[src/rtl/addr_seq.sv]
// Row serial-number sequencer feeding the queue address selector.
// Sweeps 0..SEQ_LAST per tile, parks at IDLE_VAL during the drain gap, and flags tile/job completion.
module addr_seq #(
    parameter int ARRAY_SIZE     = 8,
    parameter int QUEUE_SIZE     = 4,
    parameter int QUEUE_COUNT    = (ARRAY_SIZE + 3) / 4,
    parameter int ROW_LAST       = 98,
    parameter int SEQ_LAST       = ROW_LAST + (QUEUE_COUNT - 1) * QUEUE_SIZE,
    parameter int ADDR_WIDTH_MIN = 7,
    parameter int IDLE_VAL       = (1 << ADDR_WIDTH_MIN) - 1,
    parameter int DRAIN_CYCLES   = 2 * ARRAY_SIZE,
    parameter int TILE_W         = 4
) (
    input  logic                      clk,
    input  logic                      srstn,
    input  logic                      start,
    input  logic [TILE_W-1:0]         tile_num,
    input  logic                      stall,
    output logic [ADDR_WIDTH_MIN-1:0] addr_serial_num,
    output logic                      seq_valid,
    output logic [TILE_W-1:0]         tile_idx,
    output logic                      busy,
    output logic                      tile_done,
    output logic                      done
);

    localparam int CNT_W = (DRAIN_CYCLES > 1) ? $clog2(DRAIN_CYCLES) : 1;
    localparam logic [ADDR_WIDTH_MIN-1:0] SERIAL_LAST = ADDR_WIDTH_MIN'(SEQ_LAST);
    localparam logic [ADDR_WIDTH_MIN-1:0] SERIAL_IDLE = ADDR_WIDTH_MIN'(IDLE_VAL);
    localparam logic [CNT_W-1:0]          DRAIN_LAST  = CNT_W'(DRAIN_CYCLES - 1);

    // The parked value must never collide with a live row, or the selector would fetch during drain.
    if (SEQ_LAST < 0 || SEQ_LAST >= IDLE_VAL) begin : g_bad_seq_last
        $error("addr_seq: SEQ_LAST must lie in [0, IDLE_VAL)");
    end
    if (DRAIN_CYCLES < 1) begin : g_bad_drain
        $error("addr_seq: DRAIN_CYCLES must be at least 1");
    end

    typedef enum logic [1:0] {
        IDLE  = 2'd0,
        RUN   = 2'd1,
        DRAIN = 2'd2
    } state_t;

    state_t                      r_state;
    logic [ADDR_WIDTH_MIN-1:0]   r_serial;
    logic                        r_valid;
    logic [TILE_W-1:0]           r_tileIdx;
    logic [TILE_W-1:0]           r_tileLast;
    logic [CNT_W-1:0]            r_drainCnt;
    logic                        r_busy;
    logic                        r_tileDone;
    logic                        r_done;

    always_ff @(posedge clk or negedge srstn) begin
        if (!srstn) begin
            r_state    <= IDLE;
            r_serial   <= SERIAL_IDLE;
            r_valid    <= 1'b0;
            r_tileIdx  <= '0;
            r_tileLast <= '0;
            r_drainCnt <= '0;
            r_busy     <= 1'b0;
            r_tileDone <= 1'b0;
            r_done     <= 1'b0;
        end else begin
            r_tileDone <= 1'b0;
            r_done     <= 1'b0;
            case (r_state)
                IDLE: begin
                    if (start) begin
                        r_tileLast <= tile_num;
                        r_tileIdx  <= '0;
                        r_serial   <= '0;
                        r_valid    <= 1'b1;
                        r_busy     <= 1'b1;
                        r_state    <= RUN;
                    end
                end
                RUN: begin
                    if (!stall) begin
                        if (r_serial == SERIAL_LAST) begin
                            r_serial   <= SERIAL_IDLE;
                            r_valid    <= 1'b0;
                            r_drainCnt <= '0;
                            r_state    <= DRAIN;
                        end else begin
                            r_serial <= r_serial + 1'b1;
                        end
                    end
                end
                DRAIN: begin
                    // The next tile begins on the same edge that reports the previous one done.
                    if (r_drainCnt == DRAIN_LAST) begin
                        r_tileDone <= 1'b1;
                        if (r_tileIdx == r_tileLast) begin
                            r_done  <= 1'b1;
                            r_busy  <= 1'b0;
                            r_state <= IDLE;
                        end else begin
                            r_tileIdx <= r_tileIdx + 1'b1;
                            r_serial  <= '0;
                            r_valid   <= 1'b1;
                            r_state   <= RUN;
                        end
                    end else begin
                        r_drainCnt <= r_drainCnt + 1'b1;
                    end
                end
                default: begin
                    r_state  <= IDLE;
                    r_serial <= SERIAL_IDLE;
                    r_valid  <= 1'b0;
                    r_busy   <= 1'b0;
                end
            endcase
        end
    end

    assign addr_serial_num = r_serial;
    assign seq_valid       = r_valid;
    assign tile_idx        = r_tileIdx;
    assign busy            = r_busy;
    assign tile_done       = r_tileDone;
    assign done            = r_done;

endmodule

[config.mk]
export PLATFORM = sky130hd
export DESIGN_NAME = addr_seq
export DESIGN_NICKNAME = d
export VERILOG_FILES = /design/src/rtl/addr_seq.sv
export SDC_FILE = /design/constraint.sdc
export NUM_CORES = 1
export LEC_CHECK = 0
export CELL_PAD_IN_SITES_DETAIL_PLACEMENT = 1
export CELL_PAD_IN_SITES_GLOBAL_PLACEMENT = 1
export CORE_UTILIZATION = 30
export CTS_CLUSTER_DIAMETER = 30
export DETAILED_ROUTE_END_ITERATION = 10
export PLACE_DENSITY_LB_ADDON = 0.15
export SLEW_MARGIN = 30
export SYNTH_ARGS = -nofsm -noshare
export SYNTH_HDL_FRONTEND = slang
export SYNTH_SLANG_ARGS = --single-unit
[constraint.sdc]
create_clock -name clk -period 2.08 [get_ports clk]
set_input_delay 0.312 -clock clk [delete_from_list [all_inputs] [get_ports clk]]
set_output_delay 0.312 -clock clk [all_outputs]
set_load 0.05 [all_outputs]
# After elaboration in Yosys (flattened, before gate mapping)
# Index checks and enable logic that the tools add are counted.
[totals]
in_bits = 8
register_bits = 25
wordCells = 69
[op_classes]
n_bitwise = 1
eq_ne = 12
add_sub_neg = 3
n_reduce_logical = 10
muxes = 34
[op_table]
columns = ["operator", "n"]
rows = [
  ["7-bit 2-to-1 mux", 5],
  ["4-bit 2-to-1 mux", 6],
  ["7-bit case mux with 3 select lines", 1],
  ["4-bit AND reduction", 5],
  ["4-bit case mux with 2 select lines", 2],
  ["2-bit inequality test, second input constant", 7],
  ["1-bit 2-to-1 mux", 13],
  ["4-bit by 1-bit adder with 4-bit output, second input constant", 2],
  ["2-bit 2-to-1 mux", 4],
  ["7-bit by 1-bit adder with 7-bit output, second input constant", 1],
  ["7-bit == test, second input constant", 1],
  ["1-bit case mux with 3 select lines", 2],
  ["2-bit case mux with 3 select lines", 1],
  ["5-bit AND reduction", 1],
  ["4-bit == test", 1],
  ["4-bit == test, second input constant", 1],
  ["2-bit nonzero test", 2],
  ["2-bit by 1-bit == test with 1-bit output, second input constant", 1],
  ["2-bit == test, second input constant", 1],
  ["2-bit logical NOT", 1],
  ["2-bit AND reduction", 1],
  ["1-bit inverter", 1],
]

# Logic depth before layout (Yosys ltp)
[logic_depth]
word_depth = 4
mapped_depth = 6

# Worst setup path after synthesis
# No wires, ideal clock.
[synth_timing]
kind = "reg-to-reg"
start = "register r_serial[0], in the netlist addr_serial_num[0]"
end = "register r_serial[4], in the netlist addr_serial_num[4]"
path_stages_with_launch = 7
path_buffers = 0
arrival_ps = 1797
setup_time_ps = 83
slack_ps = 199
cell_sequence = "dfstp_2 -> inv_1 -> ha_1 -> and4b_4 -> a31oi_4 -> o21ai_1 -> a221o_1"
[synth_between]
elab_chain_len = 4
word_cells_on_any_way = 5
classes_between = "add/sub: 1; eq/ne: 1; mux: 3"
[synth_rtl]
columns = ["item", "line_no", "rtl"]
rows = [
  ["start, declared", "47", "logic [ADDR_WIDTH_MIN-1:0] r_serial;"],
  ["start signal, assigned", "89", "r_serial <= r_serial + 1'b1;"],
  ["7-bit by 1-bit adder with 7-bit output or 7-bit == test (tied branches)", "89, 83", ""],
  ["7-bit 2-to-1 mux (*)", "83", "if (r_serial == SERIAL_LAST) begin"],
  ["7-bit 2-to-1 mux (*)", "82", "if (!stall) begin"],
  ["7-bit case mux with 3 select lines (*)", "70", "case (r_state)"],
]
# Every way passes the cells marked *; elsewhere a longest branch is shown, timed or not. The select of a mux whose other input is x is not followed.
# A chain may end at the register's enable or synchronous reset.

# Worst setup path in the final report
[layout_timing]
start = "register r_serial[4], in the netlist addr_serial_num[4]"
end = "output port addr_serial_num[4]"
[layout_lines]
columns = ["item", "line_no", "rtl"]
rows = [
  ["end, declared", "19", "output logic [ADDR_WIDTH_MIN-1:0] addr_serial_num,"],
]
# No word-level cell between the ends.

==> results.md <==
- Status: complete, no violations
- Commonest cells post-synth: dfrtp_1, nand2_1, inv_1
- Fin nets: 173
- Pwr Density: 972 nW/um2
- CTS root buf: clkbuf_8
- CTS buffer count: 3
- Post-route clock skew: 9.60 ps
- YS warnings: 0
- Crit path time final: 1990 ps
- Min-Delay Path Class: in -> async
- # fillers: 500
- Clk buf depth: 2
- Number of synthesized flops with an enable pin: 0
- TritonCTS clock tree: yes
- GRT Total Usage: 0.159
- Required @ worst endpoint: 1770 ps
- Final hold violation count: 0
- Syn avg cell area: 10.5 um2
- Worst skew pair latency: 270 ps
- Share of the synthesized area in the top cell type: 0.322
- Setup CP Type: reg -> out
- Fin Setup TNS: 0 ps
- VDD IR-drop max: 281 uV
- H-tree levels: 1
- Area growth from synthesis to layout: 24.2%
- Endpoints failing setup: 0
- Hold Slack: 401 ps
- Leakage power figure: 0.693 nW
- Final WL: 3410 um
- Met2 global-route usage: 0.253
- Met1 GRT Util: 0.217
- Ports: 23
- Post-cts gate resize count: 0
- Crit-path leading delay family: buffers and inverters
- Postcts setup bufs: 0
- Post-Syn Nets: 145
- Post-route ant nets: 0
- Routed wire per std cell: 16.1 um
- Max cap viols: 0
- DR vias: 1138
- Worst slew margin: 0.668
- Routed vias/inst: 5.37
- Cell taking the most area after synthesis: dfrtp_1
- Mapped cell area: 1400 um2
- Crit-path max cell delay: 820 ps
- Asr flop ratio synth: 1.00
- Initial antenna violation count: 0
- Most frequent cell after synthesis: dfrtp_1
- Port bufs: 22
- Slowest stage cell, crit path: clkdlybuf4s50_1
- GPL Wtd Cong: 0.731
- Reg clk slew, reported paths: 90 ps
- Final slew viol count: 0
- First-pass GRT wire length: 6240 um
- CTS sink cnt: 25
- F_max: 503 MHz
- Die width: 70.3 um
- Met3 GRT Util: 0.0375
- DR iter-0 viols: 37
- Largest net degree at the start of global routing: 26
- Most Used Layer, Global Route: met2
- CP startpoint kind: flip-flop
- Top fanout value on the critical path: 7
- Mapped Cells: 133
- Row count: 24
- Yosys reg bits: 25
- Distinct cells, synth: 45
- Post-DP Area: 1690 um2
- RSZ-0062 raised after global routing: no
- Final period utilization: 0.956
- Register area share after synthesis: 0.454
- CTS Hold Buffers Added: 0
- Tightest Pin Transition: 496 ps
- Grt total ovfl: 0
- DRC Markers: 0
- Dpl cells: 208
- Main synth FF type: dfrtp_1
- Detailed Place HPWL: 2560 um
- Layout cells sized above 1: 0.200
- Initial Util: 0.317
- Finished Layout Cells: 212
- Ant diodes: 0
- Synth area leaders: dfrtp_1, dfstp_2, ha_1, mux2_2, nand2_1
- Iteration count of the initial detailed-routing pass: 4
- Core ar.: 4410 um2
- Crit. End Element: output pin
- Vias in the first global route: 1216
- Final instance area: 1740 um2
- Util after Layout: 0.393
- Die Span Y: 70.3 um
- Buf/Inv on CP: 1
- Critical Path, Cell by Cell: clkdlybuf4s50_1
- Data arrival, critical path: 1680 ps
- Area of the die: 4940 um2
==> flip-flops by register name (all words and copies together) (netlist names) <==
| name | count |
|---|---|
| done | 1 |
| r_drainCnt | 4 |
| tile_idx | 4 |
| addr_serial_num | 7 |
| seq_valid | 1 |
| busy | 1 |
| tile_done | 1 |
| r_state | 2 |
| r_tileLast | 4 |
==> cell type report <==
cell class	instances	area (um2)	share of cell area
Timing Repair Buffer	26	248	0.143
Inverter	9	33.8	0.0195
Sequential cell	25	634	0.366
Clock buffer	4	45.0	0.0260
Tap cell	52	65.1	0.0375
Multi-Input combinational cell	96	709	0.409
==> per-layer routing <==
layer  vias to the layer above  share of wire  wire length, um
met5                         -              0                0
met4                         0          0.012               40
met3                         4          0.032              108
met2                        14           0.47             1600
met1                       567           0.49             1660
li1                        553              -                -
==> report_power, final <==
| part | leakage (nW) | switching (W) | internal (W) |
|---|---|---|---|
| clock network | 0.0228 | 0.000156 | 0.000137 |
| registers | 0.270 | 0.000120 | 0.000606 |
| logic | 0.401 | 0.000398 | 0.000270 |
| total | 0.693 | 0.000674 | 0.00101 |
==> kinds of logic after synthesis <==
logic type                 Yosys count  synth area share
muxes                                6            0.0466
adders and majority gates            4            0.0358
DFF                                 25             0.454
AOI/OAI and AO/OA                   35             0.204
buffers and inverters               12            0.0385
and+or+nand+nor                     45             0.184
xor gates and xnor gates             6            0.0376
==> final timing paths <==
path,startpoint,to,slack [ps],cells past startpoint
max,addr_serial_num[4],addr_serial_num[4],90,1
min,srstn,r_tileLast[3],400,2
max reg2reg,addr_serial_num[0],addr_serial_num[4],290,6
min reg2reg,r_drainCnt[0],r_drainCnt[0],510,1
max in group asynchronous,srstn,addr_serial_num[5],1370,2
min in group clk,r_drainCnt[0],r_drainCnt[0],510,1
==> stage by stage <==
stage | worst slack, ps | power, W
floorplan | 199 | 0.00117
global placement | 223 | 0.00139
detailed placement | 205 | 0.00140
CTS | 73.2 | 0.00171
global route | 39.9 | 0.00180
finish | 90.7 | 0.00169
==> cells in the final DEF (no fill, tap or decap), drive strengths merged, types with 4 or more instances in the layout <==
cell type      count
xnor2              4
buf                5
o21ai              8
inv                9
mux2               4
nand4              4
dfrtp             18
dfstp              7
o211ai             5
nand3              7
nor2               5
a21oi              4
ha                 4
clkdlybuf4s50     21
and3               4
a22o               4
nand2             12
clkbuf             4
(Power assumes the default switching activity.)
